### src/rtl/pulse_stretcher.sv
// Stretches single-cycle strobes into HOLD_CYCLES-wide levels with a GAP_CYCLES low gap between them.
// Define PULSE_STRETCHER_RETRIGGER_EN to make strobes retrigger the hold instead of being queued.
module pulse_stretcher #(
    parameter int HOLD_CYCLES = 8,
    parameter int GAP_CYCLES  = 2,
    parameter int MAX_PENDING = 3,
    localparam int PW = $clog2(MAX_PENDING + 1)
) (
    input  logic          clk,
    input  logic          reset,
    input  logic          pulse_in,
    input  logic          clear_ovf,
    output logic          level_out,
    output logic          busy,
    output logic [PW-1:0] pending,
    output logic          overflow
);
    // state | meaning
    // IDLE  | output low, nothing queued
    // HOLD  | level_out high, counter runs the hold time
    // GAP   | level_out low, counter runs the minimum gap
    localparam int MAXHG = (HOLD_CYCLES > GAP_CYCLES) ? HOLD_CYCLES : GAP_CYCLES;
    localparam int CW    = $clog2(MAXHG + 1);
    localparam logic [CW-1:0] HOLD_LOAD = CW'(HOLD_CYCLES - 1);
    localparam logic [CW-1:0] GAP_LOAD  = CW'((GAP_CYCLES > 0) ? GAP_CYCLES - 1 : 0);
    localparam logic [PW-1:0] PEND_MAX  = PW'(MAX_PENDING);

    typedef enum logic [1:0] {IDLE, HOLD, GAP} state_t;

    state_t          state_q, state_d;
    logic [CW-1:0]   cnt_q, cnt_d;
    logic [PW-1:0]   pend_q, pend_d;
    logic            ovf_q, ovf_d;
    logic            level_q, busy_q;

`ifdef PULSE_STRETCHER_RETRIGGER_EN
    always_comb begin
        state_d = state_q;
        cnt_d   = cnt_q;
        pend_d  = '0;
        ovf_d   = ovf_q & ~clear_ovf;
        case (state_q)
            IDLE: begin
                if (pulse_in) begin
                    state_d = HOLD;
                    cnt_d   = HOLD_LOAD;
                end
            end
            HOLD: begin
                if (pulse_in) begin
                    cnt_d = HOLD_LOAD;
                end else if (cnt_q == '0) begin
                    if (GAP_CYCLES > 0) begin
                        state_d = GAP;
                        cnt_d   = GAP_LOAD;
                    end else begin
                        state_d = IDLE;
                    end
                end else begin
                    cnt_d = cnt_q - CW'(1);
                end
            end
            GAP: begin
                if (pulse_in) begin
                    state_d = HOLD;
                    cnt_d   = HOLD_LOAD;
                end else if (cnt_q == '0) begin
                    state_d = IDLE;
                end else begin
                    cnt_d = cnt_q - CW'(1);
                end
            end
            default: state_d = IDLE;
        endcase
    end
`else
    logic inc, dec;

    always_comb begin
        state_d = state_q;
        cnt_d   = cnt_q;
        pend_d  = pend_q;
        ovf_d   = ovf_q & ~clear_ovf;
        inc     = 1'b0;
        dec     = 1'b0;
        case (state_q)
            IDLE: begin
                if (pend_q != '0) begin
                    state_d = HOLD;
                    cnt_d   = HOLD_LOAD;
                    dec     = 1'b1;
                    inc     = pulse_in;
                end else if (pulse_in) begin
                    // strobe consumed directly, never enters the queue
                    state_d = HOLD;
                    cnt_d   = HOLD_LOAD;
                end
            end
            HOLD: begin
                inc = pulse_in;
                if (cnt_q == '0) begin
                    if (GAP_CYCLES > 0) begin
                        state_d = GAP;
                        cnt_d   = GAP_LOAD;
                    end else if (pend_q != '0) begin
                        cnt_d = HOLD_LOAD;
                        dec   = 1'b1;
                    end else begin
                        state_d = IDLE;
                    end
                end else begin
                    cnt_d = cnt_q - CW'(1);
                end
            end
            GAP: begin
                inc = pulse_in;
                if (cnt_q == '0) begin
                    if (pend_q != '0) begin
                        state_d = HOLD;
                        cnt_d   = HOLD_LOAD;
                        dec     = 1'b1;
                    end else begin
                        state_d = IDLE;
                    end
                end else begin
                    cnt_d = cnt_q - CW'(1);
                end
            end
            default: state_d = IDLE;
        endcase

        // set beats clear when an event is lost on the clearing edge
        if (inc && !dec) begin
            if (pend_q == PEND_MAX) ovf_d = 1'b1;
            else                    pend_d = pend_q + PW'(1);
        end else if (dec && !inc) begin
            pend_d = pend_q - PW'(1);
        end
    end
`endif

    always_ff @(posedge clk or negedge reset) begin
        if (!reset) begin
            state_q <= IDLE;
            cnt_q   <= '0;
            pend_q  <= '0;
            ovf_q   <= 1'b0;
            level_q <= 1'b0;
            busy_q  <= 1'b0;
        end else begin
            state_q <= state_d;
            cnt_q   <= cnt_d;
            pend_q  <= pend_d;
            ovf_q   <= ovf_d;
            level_q <= (state_d == HOLD);
            busy_q  <= (state_d != IDLE);
        end
    end

    assign level_out = level_q;
    assign busy      = busy_q;
    assign pending   = pend_q;
    assign overflow  = ovf_q;
endmodule

### config.mk
export PLATFORM = sky130hd
export DESIGN_NAME = pulse_stretcher
export DESIGN_NICKNAME = d
export VERILOG_FILES = /design/src/rtl/pulse_stretcher.sv
export SDC_FILE = /design/constraint.sdc
export NUM_CORES = 1
export LEC_CHECK = 0
export CORE_ASPECT_RATIO = 1.1
export CORE_UTILIZATION = 38
export DETAILED_ROUTE_END_ITERATION = 10
export GPL_TIMING_DRIVEN = 0
export SLEW_MARGIN = 25
export SYNTH_ARGS = -nofsm -noshare
export SYNTH_HDL_FRONTEND = slang
export SYNTH_SLANG_ARGS = --single-unit
### constraint.sdc
create_clock -name clk -period 2.16 [get_ports clk]
set_input_delay 0.216 -clock clk [delete_from_list [all_inputs] [get_ports clk]]
set_output_delay 0.216 -clock clk [all_outputs]
set_load 0.01 [all_outputs]
==> results of run 1 <==
==> Yosys cell counts (2+ instances only) <==
cell type | n | area (um^2)
o211ai_1 | 2 | 15.0
nand3b_1 | 2 | 15.0
inv_1 | 4 | 15.0
dfrtp_1 | 11 | 275
nor2_1 | 6 | 22.5
o21ai_0 | 7 | 35.0
a21oi_1 | 5 | 25.0
nand2_1 | 5 | 18.8
a31oi_1 | 2 | 12.5
o21a_1 | 2 | 15.0
nor3_1 | 2 | 10.0
ha_1 | 4 | 50.1
nor2b_1 | 2 | 12.5
a22o_1 | 2 | 17.5
==> layout make-up <==
| type | count | share of cell area |
|---|---|---|
| Buffer | 2 | 0.0195 |
| Sequential cell | 11 | 0.330 |
| Tap cell | 17 | 0.0255 |
| Multi-Input combinational cell | 57 | 0.479 |
| Inverter | 4 | 0.0180 |
| Clock buffer | 4 | 0.0315 |
| Timing Repair Buffer | 8 | 0.0961 |
==> placed cells by master (no fill, tap or decap), types with 2 or more instances in the layout <==
cell type        count
dfrtp_1             11
clkdlybuf4s50_1      8
o21ai_0              7
nor2_1               6
a21oi_1              5
nand2_1              5
inv_1                4
ha_1                 4
clkbuf_4             3
a31oi_1              2
nor2b_1              2
nand3b_1             2
o211ai_1             2
o21a_1               2
a22o_1               2
nor3_1               2
==> worst max-delay path, delay by kind of cell, from the launching register on <==
| family | cells | cell delay [ps] |
|---|---|---|
| AO/OA/AOI/OAI | 3 | 710 |
| AND/OR/NAND/NOR | 1 | 130 |
| buffers and inverters | 1 | 90 |
| adder cells (fa/ha/maj) | 1 | 440 |
| flip-flops | 1 | 400 |
==> state kept, by name, indices dropped and copies added, names as in the netlist <==
name and cells:
busy 1, cnt_q 4, level_out 1, overflow 1
pending 2, state_q 2
==> worst max-delay path by stage <==
stage	end	slack, ps	from
final	pending[0]	260	state_q[0]
after global routing	cnt_q[2]	150	state_q[0]
after CTS	cnt_q[2]	290	state_q[0]
after detailed placement	cnt_q[2]	310	state_q[0]
after global placement	cnt_q[2]	310	state_q[0]
after floorplan	cnt_q[2]	490	state_q[0]
==> power by group through the flow <==
stage / registers (mW) / clock network (mW) / logic, mW
3_3_place_gp: 0.394 / 0 / 0.721
3_5_place_dp: 0.399 / 0 / 0.724
2_1_floorplan: 0.398 / 0 / 0.523
5_1_grt: 0.413 / 0.157 / 0.819
4_1_cts: 0.395 / 0.147 / 0.730
6_report: 0.396 / 0.142 / 0.734
==> cell families (layout without fill, tap and decap cells) <==
family,after synthesis,after routing,synth area share
flip-flops,11,11,0.390
adder cells (fa/ha/maj),4,4,0.0709
AO/OA/AOI/OAI,29,29,0.278
buffers and inverters,6,18,0.0443
AND/OR/NAND/NOR,24,24,0.216
==> layer usage <==
layer | vias up | wire [um] | part of all wire
li1 | 304 | - | -
met5 | - | 0 | 0
met1 | 282 | 745 | 0.51
met3 | 0 | 42 | 0.029
met4 | 0 | 0 | 0
met2 | 9 | 667 | 0.46
==> impl_metrics.json, run 1 <==
{
  "fin_nets": 95,
  "r2r_cells": 6,
  "power.switching_mw": 0.557,
  "use_met1": 0.231,
  "viasPerCell": 5.78,
  "timing.rr.start": "state_q[0]",
  "r2r_setup_slack_ps": 260,
  "layout_min_cycle_time_ps": 1900,
  "grt_pass1_vias": 547,
  "combPwrFrac": 0.577,
  "cp-start-kind": "flop",
  "multi_input_area_um2": 399,
  "seqPwrFrac": 0.311,
  "hp-class": "in2async",
  "r2r_end": "pending[0]",
  "power.internal_mw": 0.714,
  "cts_tree": "done",
  "worst_ir_drop_vdd_uv": 701,
  "avgRoutedWirePerCell_um": 14.1,
  "end_kind": "flop",
  "async_flop_share": 1.00,
  "place_congestion": 0.838,
  "status": "completed",
  "clock_path_buffers": 2,
  "ys_seq_elements": 11,
  "finalSetupViolations": 0,
  "critical-path-max-stage-delay_ps": 470,
  "numCtsBuffers": 3,
  "ctsResizeCount": 0,
  "overflow": 0,
  "post_dp_cell_area_um2": 807,
  "core_area_um2": 1650,
  "post_cts_buffers": 0,
  "cts_sinks": 11,
  "finalHoldViolations": 0,
  "switching_share": 0.438,
  "yosys_warnings": 0,
  "dp.cells": 99,
  "clkTransAtPathRegs_ps": 70,
  "routed_wl_mm": 1.46,
  "crit_path_top_delay_cell": "a2111oi_0",
  "worstSkewPairLatency_ps": 260,
  "die_x_um": 43.1,
  "crit_type": "reg2reg",
  "antenna_found_initial": 0,
  "dr.first_iter.drc_count": 18,
  "grt_pass1_wl_mm": 2.47,
  "yosys.cell_types.count": 32,
  "syn_area_um2": 706,
  "start_util": 0.427,
  "cap_violations": 0,
  "synthCells": 74,
  "die_h_um": 47.2,
  "final-instance-count-excl-fill": 103,
  "grt_start_max_net_pins": 12,
  "max_freq_ghz": 0.526,
  "p_per_area_nw_per_um2": 1530,
  "cts-root-buf": "clkbuf_4",
  "io_pins": 9,
  "period_share": 0.880,
  "tns_ps": 0,
  "relSlewSlack": 0.672,
  "final_util": 0.505,
  "io_buffers": 8,
  "drv_slew": 0,
  "synth_edf_count": 0,
  "grt_busiest_layer": "met2",
  "dp_hpwl_mm": 1.05,
  "skew_ps": 1.12,
  "seq_area_um2": 275,
  "fp.dieArea_um2": 2030,
  "n_antenna_cell": 0,
  "worst_ep_required_time_ps": 2310,
  "drc": 0,
  "layout-drive-gt1-share": 0.140,
  "worst_slack_ps": 260,
  "finalPower_mw": 1.27,
  "grt_setup_unrepaired": "no",
  "yosysSeqAreaShare": 0.390,
  "htree_levels": 1,
  "ant_nets": 0,
  "syn_nets": 82,
  "fill_cells": 168,
  "synth.avg_cell_area_um2": 9.54,
  "via_count": 595,
  "grtUsageTotal": 0.167,
  "worstPathArrival_ps": 2050,
  "fin_area_um2": 833,
  "num_rows": 15,
  "worst_slew_pin_slew_ps": 491,
  "grtUsageMet3": 0.0346,
  "grtUsageMet2": 0.254,
  "crit_chain": "inv_1 > ha_1 > nand3b_1 > a2111oi_0 > a31o_2 > o22ai_1",
  "clock_power_share": 0.112,
  "hold_slack_ps": 276,
  "dr.pass1.iters": 4,
  "place_ws_ps": 308,
  "leakagePower_nw": 0.329,
  "synthFlopType": "dfrtp_1",
  "cts_hold_buf": 0,
  "area_delta_synth_final_pct": 18.1,
  "critPathMaxFanout": 8
}
Power figures use the tool's default switching activity.
==> run 2, diff against run 1 <==
Settings changed: CORE_UTILIZATION 38 to 45, PLACE_DENSITY set to 0.67.
==> run 2 against run 1 <==
Via count grew 1.5%. Setup slack gained 37 ps. Register-to-register slack gained 40 ps. Largest cell class unchanged. Clock skew grew 2.6 ps. Total power shrank 0.75%. Clock power is essentially flat. First-iteration DRC count shrank 50%. Sequential power shrank 1%. Clock-buffer cell count is the same. Routed wire length shrank 1.9%. Combinational power shrank 1%.
==> impl_metrics.json, run 2 (synthesis gave the netlist of run 1 again) <==
{
  "status": "completed",
  "crit_chain": "inv_1 > ha_1 > nor4b_1 > a311oi_2 > o21ai_1 > a22o_1",
  "grt_start_max_net_pins": 12,
  "crit_family": "compound AO/OA/AOI/OAI gates",
  "finalSetupViolations": 0,
  "dp.cells": 98,
  "final_util": 0.586,
  "die_x_um": 39.8,
  "die_h_um": 43.5,
  "clkTransAtPathRegs_ps": 70,
  "worst_ep_required_time_ps": 2330,
  "io_buffers": 8,
  "core_area_um2": 1420,
  "hp-class": "in2async",
  "cap_violations": 0,
  "cts_tree": "done",
  "via_count": 604,
  "dr.first_iter.drc_count": 9,
  "worstSkewPairLatency_ps": 280,
  "post_cts_buffers": 0,
  "dp_hpwl_um": 994,
  "r2r_setup_slack_ps": 300,
  "dr.pass1.iters": 4,
  "avgRoutedWirePerCell_um": 14.0,
  "place_ws_ps": 299,
  "num_rows": 14,
  "worst_ir_drop_vdd_uv": 679,
  "skew_ps": 3.68,
  "drc": 0,
  "finalHoldViolations": 0,
  "mostFrequentLayoutCells": "dfrtp_1, clkdlybuf4s50_1, o21ai_0",
  "cts-root-buf": "clkbuf_4",
  "fin_nets": 95,
  "ant_nets": 0,
  "timing.rr.start": "state_q[0]",
  "final-instance-count-excl-fill": 102,
  "r2r_cells": 6,
  "cts_sinks": 11,
  "layout_min_cycle_time_ps": 1860,
  "cts_hold_buf": 0,
  "grt_pass1_vias": 552,
  "worst_slack_ps": 296,
  "area_delta_synth_final_pct": 17.9,
  "leakagePower_nw": 0.329,
  "critical-path-max-stage-delay_ps": 480,
  "grtUsageTotal": 0.210,
  "drv_slew": 0,
  "grt_pass1_wl_mm": 2.42,
  "finalPower_mw": 1.26,
  "r2r_end": "cnt_q[2]",
  "crit_path_top_delay_cell": "a311oi_2",
  "viasPerCell": 5.92,
  "clock_path_buffers": 2,
  "numCtsBuffers": 3,
  "n_antenna_cell": 0,
  "cp-start-kind": "flop",
  "regMostFlops": "cnt_q",
  "ctsResizeCount": 0,
  "period_share": 0.863,
  "layout_commonest_cell": "dfrtp_1",
  "max_freq_ghz": 0.537,
  "htree_levels": 1,
  "antenna_found_initial": 0,
  "worst_slew_pin_slew_ps": 521,
  "largest_reg_flops": 4,
  "path_buf_inv": 1,
  "post_dp_cell_area_um2": 806,
  "layout-drive-gt1-share": 0.140,
  "relSlewSlack": 0.652,
  "routed_wl_mm": 1.43,
  "critPathMaxFanout": 7,
  "place_congestion": 0.816,
  "hold_slack_ps": 279,
  "grt_setup_unrepaired": "no",
  "worstPathArrival_ps": 2030,
  "fp.dieArea_um2": 1730,
  "fin_area_um2": 832,
  "start_util": 0.497,
  "end_kind": "flop",
  "overflow": 0,
  "io_pins": 9,
  "p_per_area_nw_per_um2": 1520,
  "tns_ps": 0,
  "crit_type": "reg2reg"
}
[run 2: cell counts in the layout (fill, tap and decap cells not counted)]
Identical to the previous run, type by type.
[run 2: power breakdown]
| group | switching (mW) | internal [mW] | total, mW |
|---|---|---|---|
| registers | 0.0977 | 0.294 | 0.392 |
| logic | 0.377 | 0.348 | 0.725 |
| clock network | 0.0735 | 0.0717 | 0.145 |
[run 2: final cells by class]
cell class | count | area, um^2
plain buffers | 2 | 16.3
multi-input cells | 57 | 399
fillers | 131 | 587
inverters | 4 | 15.0
clock buffers | 4 | 26.3
repair buffers | 8 | 80.1
flip-flops and latches | 11 | 275
well taps | 16 | 20.0
[run 2: worst max path at each step]
stage / startpoint / end / depth (start not counted)
3_3_place_gp: state_q[0] / cnt_q[2] / 6
6_report: state_q[0] / cnt_q[2] / 6
5_1_grt: state_q[0] / cnt_q[2] / 6
4_1_cts: state_q[0] / cnt_q[2] / 6
3_5_place_dp: state_q[0] / cnt_q[2] / 6
2_1_floorplan: state_q[0] / cnt_q[2] / 6
[run 2: worst register-to-register path, delay by kind of cell, from the launching register on]
family / cells / cell delay (ps)
AO/OA/AOI/OAI: 3 / 810
AND/OR/NAND/NOR: 1 / 190
adder cells (fa/ha/maj): 1 / 280
flip-flops: 1 / 400
buffers and inverters: 1 / 90
[run 2: layer usage]
metal	GRT usage	wire length [um]	up-vias
li1	-	-	303
met1	0.302	710	282
met2	0.285	625	14
met3	0.0462	52	5
met4	0.124	39	0
met5	0	0	-
